### src/rtl/vid_pkg.sv
// Shared definitions for the video pixel-fetch path.
// Bus command/length codes and the fetch FSM state type.
package vid_pkg;

  localparam logic [2:0] CMD_IDLE  = 3'b000;
  localparam logic [2:0] CMD_RD    = 3'b010;
  localparam logic [2:0] CMD_RDATA = 3'b011;

  localparam logic [1:0] LEN1 = 2'b00;
  localparam logic [1:0] LEN4 = 2'b10;

  localparam logic [1:0] REQ_NONE = 2'b00;
  localparam logic [1:0] REQ_BID  = 2'b11;

  typedef enum logic [2:0] {
    IDLE,
    BID,
    ADDR,
    DATA,
    DONE
  } state_t;

endpackage

### src/rtl/vid_addr_gen.sv
// Frame-buffer walker: line/word pointers, fetch address,
// burst sizing and end-of-line / end-of-frame flags.
module vid_addr_gen (
  input  logic        clk,
  input  logic        reset,
  input  logic [31:0] base_address,
  input  logic [31:0] lineinc,
  input  logic [12:0] hsize,
  input  logic [12:0] vsize,
  input  logic        reload,
  input  logic        advance,
  input  logic        len4,
  output logic [31:0] fetch_addr,
  output logic        burst4,
  output logic        line_end,
  output logic        frame_end
);

  logic [31:0] line_ptr;
  logic [12:0] word_cnt;
  logic [12:0] line_cnt;
  logic [12:0] step;

  assign step       = len4 ? 13'd4 : 13'd1;
  assign fetch_addr = line_ptr + {17'b0, word_cnt, 2'b00};
  assign burst4     = (hsize - word_cnt) >= 13'd4;
  assign line_end   = (word_cnt + step) >= hsize;
  assign frame_end  = line_end
                   && ((line_cnt + 13'd1) >= vsize);

  always_ff @(posedge clk or posedge reset) begin
    if (reset) begin
      line_ptr <= '0;
      word_cnt <= '0;
      line_cnt <= '0;
    end else if (reload) begin
      line_ptr <= base_address;
      word_cnt <= '0;
      line_cnt <= '0;
    end else if (advance) begin
      if (line_end) begin
        word_cnt <= '0;
        line_cnt <= line_cnt + 13'd1;
        line_ptr <= line_ptr + lineinc;
      end else begin
        word_cnt <= word_cnt + step;
      end
    end
  end

endmodule

### src/rtl/vid_fetch_sched.sv
// Pixel-fetch scheduler: bids for the bus when the colour
// FIFOs have room, reads pixel bursts and writes the FIFOs.
module vid_fetch_sched
  import vid_pkg::*;
#(
  parameter int         FIFO_DEPTH = 16,
  parameter logic [3:0] TARGET     = 4'h0
) (
  input  logic        clk,
  input  logic        reset,
  input  logic        en,
  input  logic [31:0] base_address,
  input  logic [31:0] lineinc,
  input  logic [12:0] hsize,
  input  logic [12:0] vsize,
  input  logic        vstart,
  input  logic [4:0]  fifo_level,
  input  logic        selin,
  input  logic [2:0]  cmdin,
  input  logic [31:0] addrdatain,
  input  logic        ackin,
  output logic [1:0]  reqout,
  output logic [3:0]  reqtar,
  output logic [2:0]  cmdout,
  output logic [1:0]  lenout,
  output logic [31:0] addrdataout,
  output logic        fifo_wr,
  output logic [23:0] fifo_wdata,
  output logic        frame_done
);

  localparam logic [4:0] LVL_MAX = 5'(FIFO_DEPTH - 4);

  state_t      state;
  state_t      state_n;
  logic        en_q;
  logic        restart_pend;
  logic        len4_q;
  logic [1:0]  beat_cnt;
  logic        reload;
  logic [31:0] fetch_addr;
  logic        burst4;
  logic        line_end;
  logic        frame_end;
  logic        pad_unused;

  logic beat;
  logic restart;
  logic last_beat;
  logic busy;

  assign pad_unused = ^addrdatain[31:24];
  assign beat       = (state == DATA) && selin
                   && (cmdin == CMD_RDATA);
  assign restart    = vstart || (en && !en_q);
  assign last_beat  = beat
                   && (!len4_q || beat_cnt == 2'd3);
  assign busy       = (state == BID) || (state == ADDR)
                   || (state == DATA);

  vid_addr_gen u_addr_gen (
    .clk          (clk),
    .reset        (reset),
    .base_address (base_address),
    .lineinc      (lineinc),
    .hsize        (hsize),
    .vsize        (vsize),
    .reload       (reload),
    .advance      (last_beat),
    .len4         (len4_q),
    .fetch_addr   (fetch_addr),
    .burst4       (burst4),
    .line_end     (line_end),
    .frame_end    (frame_end)
  );

  always_comb begin
    state_n = state;
    reload  = 1'b0;
    unique case (state)
      IDLE: begin
        // Reload takes its own cycle so sizing sees fresh pointers
        if (restart || restart_pend)
          reload = 1'b1;
        else if (en && fifo_level <= LVL_MAX)
          state_n = BID;
      end
      BID: begin
        if (ackin)
          state_n = ADDR;
        else if (!en)
          state_n = IDLE;
      end
      ADDR: state_n = DATA;
      DATA: begin
        if (last_beat) begin
          unique case (1'b1)
            restart || restart_pend: state_n = IDLE;
            frame_end:               state_n = DONE;
            default:                 state_n = IDLE;
          endcase
        end
      end
      DONE: begin
        if (vstart) begin
          reload  = 1'b1;
          state_n = IDLE;
        end
      end
      default: state_n = IDLE;
    endcase
  end

  always_ff @(posedge clk or posedge reset) begin
    if (reset) begin
      state        <= IDLE;
      en_q         <= 1'b0;
      restart_pend <= 1'b0;
      len4_q       <= 1'b0;
      beat_cnt     <= '0;
    end else begin
      state <= state_n;
      en_q  <= en;
      if (reload)
        restart_pend <= 1'b0;
      else if (restart && busy)
        restart_pend <= 1'b1;
      if (state == IDLE && state_n == BID)
        len4_q <= burst4;
      if (state != DATA)
        beat_cnt <= '0;
      else if (beat)
        beat_cnt <= beat_cnt + 2'd1;
    end
  end

  always_ff @(posedge clk or posedge reset) begin
    if (reset) begin
      reqout      <= REQ_NONE;
      reqtar      <= 4'h0;
      cmdout      <= CMD_IDLE;
      lenout      <= LEN1;
      addrdataout <= '0;
      fifo_wr     <= 1'b0;
      fifo_wdata  <= '0;
      frame_done  <= 1'b0;
    end else begin
      reqout      <= (state_n == BID) ? REQ_BID : REQ_NONE;
      reqtar      <= (state_n == BID) ? TARGET : 4'h0;
      cmdout      <= (state_n == ADDR) ? CMD_RD : CMD_IDLE;
      lenout      <= (state_n == ADDR && len4_q) ? LEN4 : LEN1;
      addrdataout <= (state_n == ADDR) ? fetch_addr : '0;
      fifo_wr     <= beat;
      fifo_wdata  <= beat ? addrdatain[23:0] : '0;
      frame_done  <= (state_n == DONE);
    end
  end

endmodule

### config.mk
export PLATFORM = sky130hd
export DESIGN_NAME = vid_fetch_sched
export DESIGN_NICKNAME = d
export VERILOG_FILES = /design/src/rtl/vid_pkg.sv /design/src/rtl/vid_addr_gen.sv /design/src/rtl/vid_fetch_sched.sv
export SDC_FILE = /design/constraint.sdc
export NUM_CORES = 1
export LEC_CHECK = 0
export BUFFER_PORTS_ARGS = -buffer_cell sky130_fd_sc_hd__buf_2
export CAP_MARGIN = 20
export CORE_MARGIN = 4
export CORE_UTILIZATION = 25
export CTS_BUF_LIST = sky130_fd_sc_hd__clkbuf_4 sky130_fd_sc_hd__clkbuf_8
export CTS_CLUSTER_SIZE = 12
export DETAILED_ROUTE_END_ITERATION = 6
export PLACE_DENSITY = 0.53
export SYNTH_ARGS = -nofsm -noshare
export SYNTH_HDL_FRONTEND = slang
export SYNTH_HIERARCHICAL = 1
export SYNTH_SLANG_ARGS = --single-unit
### constraint.sdc
create_clock -name clk -period 8.2 [get_ports clk]
set_input_delay 0.82 -clock clk [delete_from_list [all_inputs] [get_ports clk]]
set_output_delay 0.82 -clock clk [all_outputs]
set_load 0.01 [all_outputs]
==> flow_metrics.tcl, run 1 <==
set metrics [dict create \
    synth_top_area_cell "dfrtp_1" \
    rrSetupSlack_ns 3.42 \
    power.internal_mw 1.58 \
    drt_iter0_drc 394 \
    crit_type "reg2reg" \
    globalRouteOverflowTotal 0 \
    dp_hpwl_um 19900 \
    layout_min_cycle_time_ns 4.78 \
    core_um2 34700 \
    yosysWarningCount 6 \
    postCtsSetupBuffers 0 \
    die_area_um2 38400 \
    synthArstFlopShare_pct 100 \
    combPwrFrac_pct 41.3 \
    ff2ff_path_depth 20 \
    die_x_um 196 \
    setup-tns-final_ns 0 \
    p_per_area_nw_per_um2 241 \
    syn-cell-area_um2 8820 \
    dpl.cell_count 1602 \
    status "complete, no violations" \
    hold_slack_ns 0.404 \
    net-switching-power_mw 1.01 \
    rsz0062_at_grt "false" \
    reg2reg_from "len4_q" \
    slew_headroom_pct 33.1 \
    cp.arrival_ns 5.07 \
    path_max_fanout 23 \
    p_clk_share_pct 25.7 \
    synth_cell_type_count 66 \
    maxCapViolations 0 \
    endpoint_kind "register" \
    first_global_vias 7494 \
    clock_latency_ns 0.46 \
    finClkSkew_ns 0.0191 \
    rows 68 \
    post_drt_wl_per_cell_um 15.8 \
    drt-vias-per-instance 4.57 \
    ctsResizeCount 0 \
    synthCells 984 \
    hold_path_class "in2async" \
    finalPower_mw 2.59 \
    worstMarginPinSlew_ns 1.00 \
    yosys_register_bits 127 \
    layout-drive-gt1-share_pct 21.2 \
    pin_count 205 \
    post-route-period-util_pct 58.3 \
    remaining_drc_errors 0 \
    nets 1392 \
    start_util_pct 25.4 \
    cts_tree "yes" \
    stdcell_count 1636 \
    p_sw_share_pct 38.8 \
    synth_edf_count 0 \
    clock_path_buffers 2 \
    vdd_drop_max_v 0.0000871 \
    portBuffers 189 \
    critPathLaunchType "register" \
    route.vias.total 7478 \
    synth_top_area_share_pct 36.0 \
    avgSynthCellArea_um2 8.97 \
    final_common_cell "buf_2" \
    area_growth_pct 21.6 \
    grt_pass1_wl_um 41000 \
    cts.sinks 127 \
    root_buffer "clkbuf_8" \
    power_frac_seq_pct 33.0 \
    htreeDepth 4 \
    mostFrequentLayoutCells "buf_2, dfrtp_1, ha_1" \
    crit_required_ns 8.49 \
    die_h_um 196 \
    total_leakage_power_nw 5.42 \
    r2r-end "u_addr_gen/line_ptr[3]" \
    setup_viol 0 \
    antenna_found_initial 2 \
    seq_area_frac_synth_pct 36.0 \
    first_pass_iters 4 \
    cts_buffers 17 \
    routed_wl_um 25900 \
    yosys_most_used_dff "dfrtp_1" \
    ys_top_cells_by_area "dfrtp_1, ha_1, xnor2_1, and2_1, xor2_1" \
    grt_max_degree 82 \
    clk_pin_slew_ns 0.10 \
    cts_hold_buf 0 \
    track_usage_pct 13.4 \
    gp_congestion 0.811 \
    drv_slew 0 \
    finalHoldViolCount 0 \
    antenna_left 0 \
    clock.fmax_mhz 209 \
]
-- routing by layer --
| layer | vias up | GRT usage (%) | share of wire [%] | wire length (um) |
|---|---|---|---|---|
| li1 | 3778 | - | - | - |
| met1 | 3533 | 18.4 | 48 | 12500 |
| met2 | 150 | 21.8 | 46 | 11900 |
| met3 | 15 | 2.64 | 4.7 | 1210 |
| met4 | 2 | 3.59 | 1.2 | 318 |
| met5 | - | 0 | 0.043 | 11 |
-- layout make-up --
cell class	count	area [um2]
sequential	127	3180
clock buffer	17	234
tap	455	569
timing repair buffer	198	1030
clock inverter	15	234
fill	3707	24000
multi-input combinational	757	5230
inverter	66	249
antenna	1	2.50
-- metrics by stage --
step                cell area (um2)  util, %  worst slack, ns
global route                  10700     30.9             2.90
CTS                           10700     30.8             2.94
global placement              10200     29.5             3.03
detailed placement            10200     29.5             2.98
floorplan                      8850        -             4.20
finish                        10700     30.9             3.42
-- power by group through the flow --
stage | sequential, mW | combinational, mW | clock (mW)
floorplan | 0.845 | 0.820 | 0
global placement | 0.867 | 1.06 | 0
detailed placement | 0.870 | 1.07 | 0
CTS | 0.859 | 1.07 | 0.696
global route | 0.875 | 1.21 | 0.720
finish | 0.856 | 1.07 | 0.666
-- worst max-delay path, stage by stage (launching register included) --
cell and delay (ns):
dfrtp_1 0.44, ha_1 0.35, a31oi_1 0.17, nor3_1 0.41, and3_1 0.30, nand3_1 0.11, xnor2_1 0.23, ha_1 0.29
a21o_1 0.19, a21o_1 0.18, a21oi_1 0.16, o21ai_0 0.11, a211oi_2 0.21, buf_4 0.25, inv_1 0.09, nand2_1 0.32
buf_16 0.21, buf_4 0.25, nor2_1 0.07, a211oi_1 0.22, a21oi_1 0.06
-- state kept, by name, summed over array words and instances (netlist names), 2 cells and up --
register / count
addrdataout: 32
u_addr_gen/line_ptr: 32
fifo_wdata: 24
u_addr_gen/line_cnt: 13
u_addr_gen/word_cnt: 13
state: 3
beat_cnt: 2
-- cells by family after synthesis --
logic type,Yosys count,synth area share (%)
and+or+nand+nor,343,19.9
buffers and inverters,106,5.12
AOI/OAI and AO/OA,219,16.1
xor gates and xnor gates,87,8.63
DFF,127,36.0
other,1,0.0425
adders and majority gates,89,12.8
muxes,12,1.46
-- cells in the mapped netlist (13+ instances only) --
master	instances
a21o_1	17
a21oi_1	65
and2_1	63
and3_1	22
clkbuf_1	18
dfrtp_1	127
ha_1	87
inv_1	65
nand2_1	77
nand2b_1	13
nand3_1	25
nor2_1	71
nor2b_1	16
nor3_1	16
o21ai_0	62
xnor2_1	47
xor2_1	40
-- worst max-delay path by stage --
stage	slack, ns	cells past startpoint	startpoint	to
after floorplan	4.20	18	len4_q	u_addr_gen/line_ptr[21]
after global placement	3.03	19	len4_q	u_addr_gen/line_ptr[3]
after detailed placement	2.98	19	len4_q	u_addr_gen/line_ptr[3]
after CTS	2.94	19	len4_q	u_addr_gen/line_ptr[3]
after global routing	2.90	20	len4_q	u_addr_gen/line_ptr[3]
final	3.42	20	len4_q	u_addr_gen/line_ptr[3]
No activity file was read; power rests on OpenSTA's default activity.
==> run 2, diff against run 1 <==
- clock period: 8.2 -> 4.8 ns (I/O delays scaled with it)
==> run 2 against run 1 <==
Cell area is essentially flat; global-route usage barely moved; non-clock buffer count increased by 3; critical path depth down 2; hold slack worse by 0.34 ns; clock power is 70% higher; critical endpoint is now u_addr_gen/line_ptr[24]; largest cell class unchanged; highest routed layer unchanged.
==> flow_metrics.tcl, run 2 (same netlist as run 1, synthesis figures left out) <==
set metrics [dict create \
    die_h_um 196 \
    antenna_left 0 \
    combPwrFrac_pct 41.3 \
    htreeDepth 4 \
    status "complete, no violations" \
    post-place-ws_ns 0.571 \
    clk_pin_slew_ns 0.08 \
    setup-tns-final_ns 0 \
    setup_viol 0 \
    post_drt_wl_per_cell_um 15.8 \
    stdcell_count 1639 \
    clock_latency_ns 0.46 \
    finalPower_mw 4.41 \
    root_buffer "clkbuf_8" \
    p_clk_share_pct 25.5 \
    power.internal_mw 2.73 \
    top_regs "addrdataout: 32 flops, u_addr_gen/line_ptr: 32 flops, fifo_wdata: 24 flops" \
    cts_buffers 17 \
    first_global_vias 7509 \
    final_common_cell "buf_2" \
    endpoint_kind "register" \
    rows 68 \
    rsz0062_at_grt "false" \
    hold_path_class "in2async" \
    ctsResizeCount 0 \
    clock.fmax_mhz 238 \
    post-route-period-util_pct 87.7 \
    setup_slack_ns 0.592 \
    met2_usage_pct 21.9 \
    pin_count 205 \
    cts_tree "yes" \
    grt-busiest-layer "met2" \
    routed_wl_um 25900 \
    grt_max_degree 57 \
    final_area_um2 10700 \
    die_area_um2 38400 \
    globalRouteOverflowTotal 0 \
    crit_type "reg2reg" \
    maxCapViolations 0 \
    track_usage_pct 13.4 \
    finalHoldViolCount 0 \
    mostFrequentLayoutCells "buf_2, dfrtp_1, ha_1" \
    net-switching-power_mw 1.68 \
    use_met1_pct 17.6 \
    p_sw_share_pct 38.0 \
    nets 1395 \
    slew_headroom_pct 44.2 \
    total_leakage_power_nw 5.44 \
    gp_congestion 0.798 \
    drt-vias-per-instance 4.52 \
    p_per_area_nw_per_um2 411 \
    ff2ff_path_depth 18 \
    layout-drive-gt1-share_pct 21.4 \
    die_x_um 196 \
    dp_hpwl_um 20100 \
    start_util_pct 25.4 \
    portBuffers 189 \
    power_frac_seq_pct 33.1 \
    cp.arrival_ns 4.54 \
    rrSetupSlack_ns 0.59 \
    route.vias.total 7407 \
    crit_required_ns 5.13 \
    grt_pass1_wl_um 40600 \
    dpl-instance-area_um2 10300 \
    finClkSkew_ns 0.0124 \
    drt_iter0_drc 260 \
    area_growth_pct 21.7 \
    remaining_drc_errors 0 \
    core_um2 34700 \
    reg2reg_from "len4_q" \
    critPathLaunchType "register" \
    first_pass_iters 5 \
    r2r-end "u_addr_gen/line_ptr[24]" \
    worstMarginPinSlew_ns 0.835 \
    cts.sinks 127 \
    antenna_found_initial 1 \
    drv_slew 0 \
    layout_min_cycle_time_ns 4.21 \
    dpl.cell_count 1606 \
    clock_path_buffers 2 \
    postCtsSetupBuffers 0 \
    gr-usage-met3_pct 3.07 \
    vdd_drop_max_v 0.000167 \
    path_max_fanout 22 \
    cts_hold_buf 0 \
]
==> run 2: cell types whose count changed in the layout (fill, tap and decap cells not counted), sizes merged <==
cell	delta
clkinv	+2
clkinvlp	-2
inv	-4
clkbuf	+4
buf	+3
==> run 2: worst max-delay path by stage <==
stage / to / slack (ns) / startpoint / depth (start not counted)
after floorplan: u_addr_gen/line_ptr[21] / 0.80 / len4_q / 18
after global placement: u_addr_gen/line_ptr[22] / 0.61 / len4_q / 18
after detailed placement: u_addr_gen/line_ptr[22] / 0.57 / len4_q / 18
after CTS: u_addr_gen/line_ptr[22] / 0.54 / len4_q / 18
after global routing: u_addr_gen/line_ptr[26] / 0.37 / len4_q / 19
final: u_addr_gen/line_ptr[24] / 0.59 / len4_q / 18
==> run 2: final cells by class <==
type | count | area (um2)
diodes | 1 | 2.50
clock buffers | 21 | 277
clock inverters | 11 | 186
fillers | 3721 | 24000
inverters | 66 | 249
multi-input cells | 757 | 5230
flip-flops and latches | 127 | 3180
well taps | 455 | 569
repair buffers | 201 | 1050
==> run 2: worst max-delay path, cell delays in order, from the launching register on <==
cell and delay [ns]:
dfrtp_1 0.44, ha_1 0.36, a31oi_1 0.35, nor3_1 0.08, buf_4 0.16, and3_1 0.22
nand3_1 0.11, xnor2_1 0.15, ha_1 0.28, a21o_1 0.19, a21o_1 0.18, a21oi_1 0.16
o21ai_0 0.11, a211oi_2 0.33, inv_1 0.12, nand2_1 0.15, buf_4 0.28, o21ai_0 0.12
mux2_2 0.27
==> run 2: per-layer routing <==
| metal | up-vias | wire length [um] |
|---|---|---|
| met5 | - | 11 |
| met1 | 3437 | 12300 |
| met3 | 20 | 1410 |
| met2 | 175 | 11900 |
| met4 | 2 | 376 |
| li1 | 3773 | - |
==> run 2: stage by stage <==
| stage | utilization, % | hold WS, ns |
|---|---|---|
| floorplan | - | 0.477 |
| global placement | 29.6 | 0.512 |
| detailed placement | 29.6 | 0.508 |
| CTS | 30.9 | 0.0256 |
| global route | 30.9 | 0.0635 |
| finish | 30.9 | 0.0606 |
==> run 2: power groups by stage <==
stage,registers [mW],clock network [mW],logic (mW)
6_report,1.46,1.13,1.82
4_1_cts,1.47,1.18,1.83
3_5_place_dp,1.49,0,1.82
3_3_place_gp,1.48,0,1.80
2_1_floorplan,1.44,0,1.40
5_1_grt,1.50,1.22,2.09
==> run 3, diff against run 2 <==
- clock period: 4.8 -> 4.3 ns (I/O delays scaled with it)
==> run 3 against run 2 <==
Die area unchanged; count of clock-buffer cells in the layout shrank 2; via count increased by 1.3%; flip-flop and latch count unchanged; sequential power grew 12%; critical path depth up 3; largest cell class unchanged; largest power group unchanged.
==> flow_metrics.tcl, run 3 (same netlist as run 1, synthesis figures left out) <==
set metrics [dict create \
    start_util_pct 25.4 \
    nets 1400 \
    antenna_left 0 \
    reg2reg_from "len4_q" \
    post-place-ws_ns 0.254 \
    post-route-period-util_pct 91.8 \
    rrSetupSlack_ns 0.35 \
    ctsResizeCount 0 \
    crit_type "reg2reg" \
    hold_path_class "in2reg" \
    first_pass_iters 5 \
    grt_pass1_wl_um 41500 \
    ff2ff_path_depth 21 \
    drt-vias-per-instance 4.57 \
    fillCellCount 3711 \
    gp_congestion 0.801 \
    htreeDepth 4 \
    min-delay-start "en" \
    clock_latency_ns 0.46 \
    drv_slew 0 \
    mostFrequentLayoutCells "buf_2, dfrtp_1, ha_1" \
    top_regs "addrdataout: 32 flops, u_addr_gen/line_ptr: 32 flops, fifo_wdata: 24 flops" \
    combPwrFrac_pct 42.4 \
    antenna_found_initial 1 \
    rows 68 \
    p_per_area_nw_per_um2 449 \
    setup_viol 0 \
    endpoint_kind "register" \
    cts_tree "yes" \
    globalRouteOverflowTotal 0 \
    route.vias.total 7501 \
    hold_path_end "en_q" \
    area_growth_pct 21.8 \
    maxCapViolations 0 \
    crit_required_ns 4.68 \
    die_area_um2 38400 \
    path_max_fanout 30 \
    hold_path_depth 1 \
    layout-drive-gt1-share_pct 21.6 \
    finalHoldViolCount 0 \
    cts.sinks 127 \
    total_leakage_power_nw 5.43 \
    routed_wl_um 26200 \
    dpl.cell_count 1609 \
    finClkSkew_ns 0.0204 \
    cp.arrival_ns 4.32 \
    power_frac_seq_pct 33.7 \
    clock.fmax_mhz 253 \
    die_x_um 196 \
    setup_slack_ns 0.352 \
    net-switching-power_mw 1.90 \
    drt_iter0_drc 449 \
    p_clk_share_pct 23.9 \
    first_global_vias 7673 \
    clk_pin_slew_ns 0.09 \
    slew_headroom_pct 36.2 \
    rsz0062_at_grt "false" \
    stdcell_count 1643 \
    core_um2 34700 \
    power.internal_mw 2.93 \
    p_sw_share_pct 39.4 \
    remaining_drc_errors 0 \
    pin_count 205 \
    cts_buffers 17 \
    track_usage_pct 13.7 \
    layout_min_cycle_time_ns 3.95 \
    r2r-end "u_addr_gen/line_ptr[31]" \
    status "complete, no violations" \
    post_drt_wl_per_cell_um 15.9 \
    critPathLaunchType "register" \
    setup-tns-final_ns 0 \
    final_common_cell "buf_2" \
    die_h_um 196 \
    clock_path_buffers 2 \
    dp_hpwl_um 20300 \
    portBuffers 189 \
    root_buffer "clkbuf_8" \
    grt_max_degree 44 \
    vdd_drop_max_v 0.000173 \
    worstMarginPinSlew_ns 0.955 \
]
==> run 3: how the worst max path moves through the flow <==
stage | startpoint | end | slack, ns | cells after the start
2_1_floorplan | len4_q | u_addr_gen/line_ptr[21] | 0.30 | 18
4_1_cts | len4_q | u_addr_gen/line_cnt[2] | 0.23 | 18
3_5_place_dp | len4_q | u_addr_gen/line_ptr[13] | 0.25 | 18
6_report | len4_q | u_addr_gen/line_ptr[31] | 0.35 | 21
3_3_place_gp | len4_q | u_addr_gen/line_ptr[13] | 0.28 | 18
5_1_grt | len4_q | u_addr_gen/line_cnt[2] | 0.008 | 19
==> run 3: routing by layer <==
| layer | vias to the layer above | share of wire (%) | GRT usage, % |
|---|---|---|---|
| li1 | 3798 | - | - |
| met3 | 19 | 4.8 | 2.63 |
| met5 | - | 0 | 0 |
| met1 | 3504 | 47 | 18.2 |
| met2 | 180 | 46 | 22.5 |
| met4 | 0 | 1.4 | 4.14 |
==> run 3: area by class of cell <==
cell class,count,area [um2],share of cell area [%]
clock buffers,19,262,2.43
multi-input cells,757,5230,48.6
flip-flops and latches,127,3180,29.6
inverters,66,249,2.32
repair buffers,206,1100,10.2
clock inverters,12,161,1.50
diodes,1,2.50,0.0233
well taps,455,569,5.29
==> run 3: what timing repair did <==
item                                   in CTS  in global routing
buffers inserted                            0                  1
endpoints found under the hold margin      26                  0
setup endpoints to repair                   0                 25
hold buffers                                1                  0
==> run 3: stage by stage <==
| step | hold WS, ns | power (mW) | utilization (%) | cell area [um2] |
|---|---|---|---|---|
| after floorplan | 0.461 | 3.18 | - | 8850 |
| after global placement | 0.507 | 3.68 | 29.7 | 10300 |
| after detailed placement | 0.510 | 3.70 | 29.7 | 10300 |
| after CTS | 0.117 | 4.92 | 30.9 | 10700 |
| after global routing | 0.136 | 5.26 | 31.0 | 10800 |
| final | 0.171 | 4.83 | 31.0 | 10800 |
==> run 3: power by group through the flow <==
stage	clock network [mW]	logic, mW	registers (mW)
CTS	1.22	2.06	1.64
global placement	0	2.02	1.66
floorplan	0	1.56	1.61
global route	1.26	2.33	1.67
finish	1.15	2.05	1.63
detailed placement	0	2.05	1.66
==> run 3: worst max-delay path: stages (launching register included) <==
cell and delay [ns]:
dfrtp_1 0.43, inv_1 0.06, ha_1 0.22, ha_1 0.21, a21oi_1 0.28, nor4_1 0.08, buf_4 0.17, and3_1 0.18
xnor2_1 0.15, ha_1 0.30, nand4_1 0.11, a21oi_1 0.17, o311ai_0 0.15, o21ai_0 0.12, a211oi_2 0.06, buf_4 0.17
inv_1 0.08, nand2_1 0.11, buf_12 0.20, or4_1 0.40, a21o_1 0.17, nand3_1 0.06
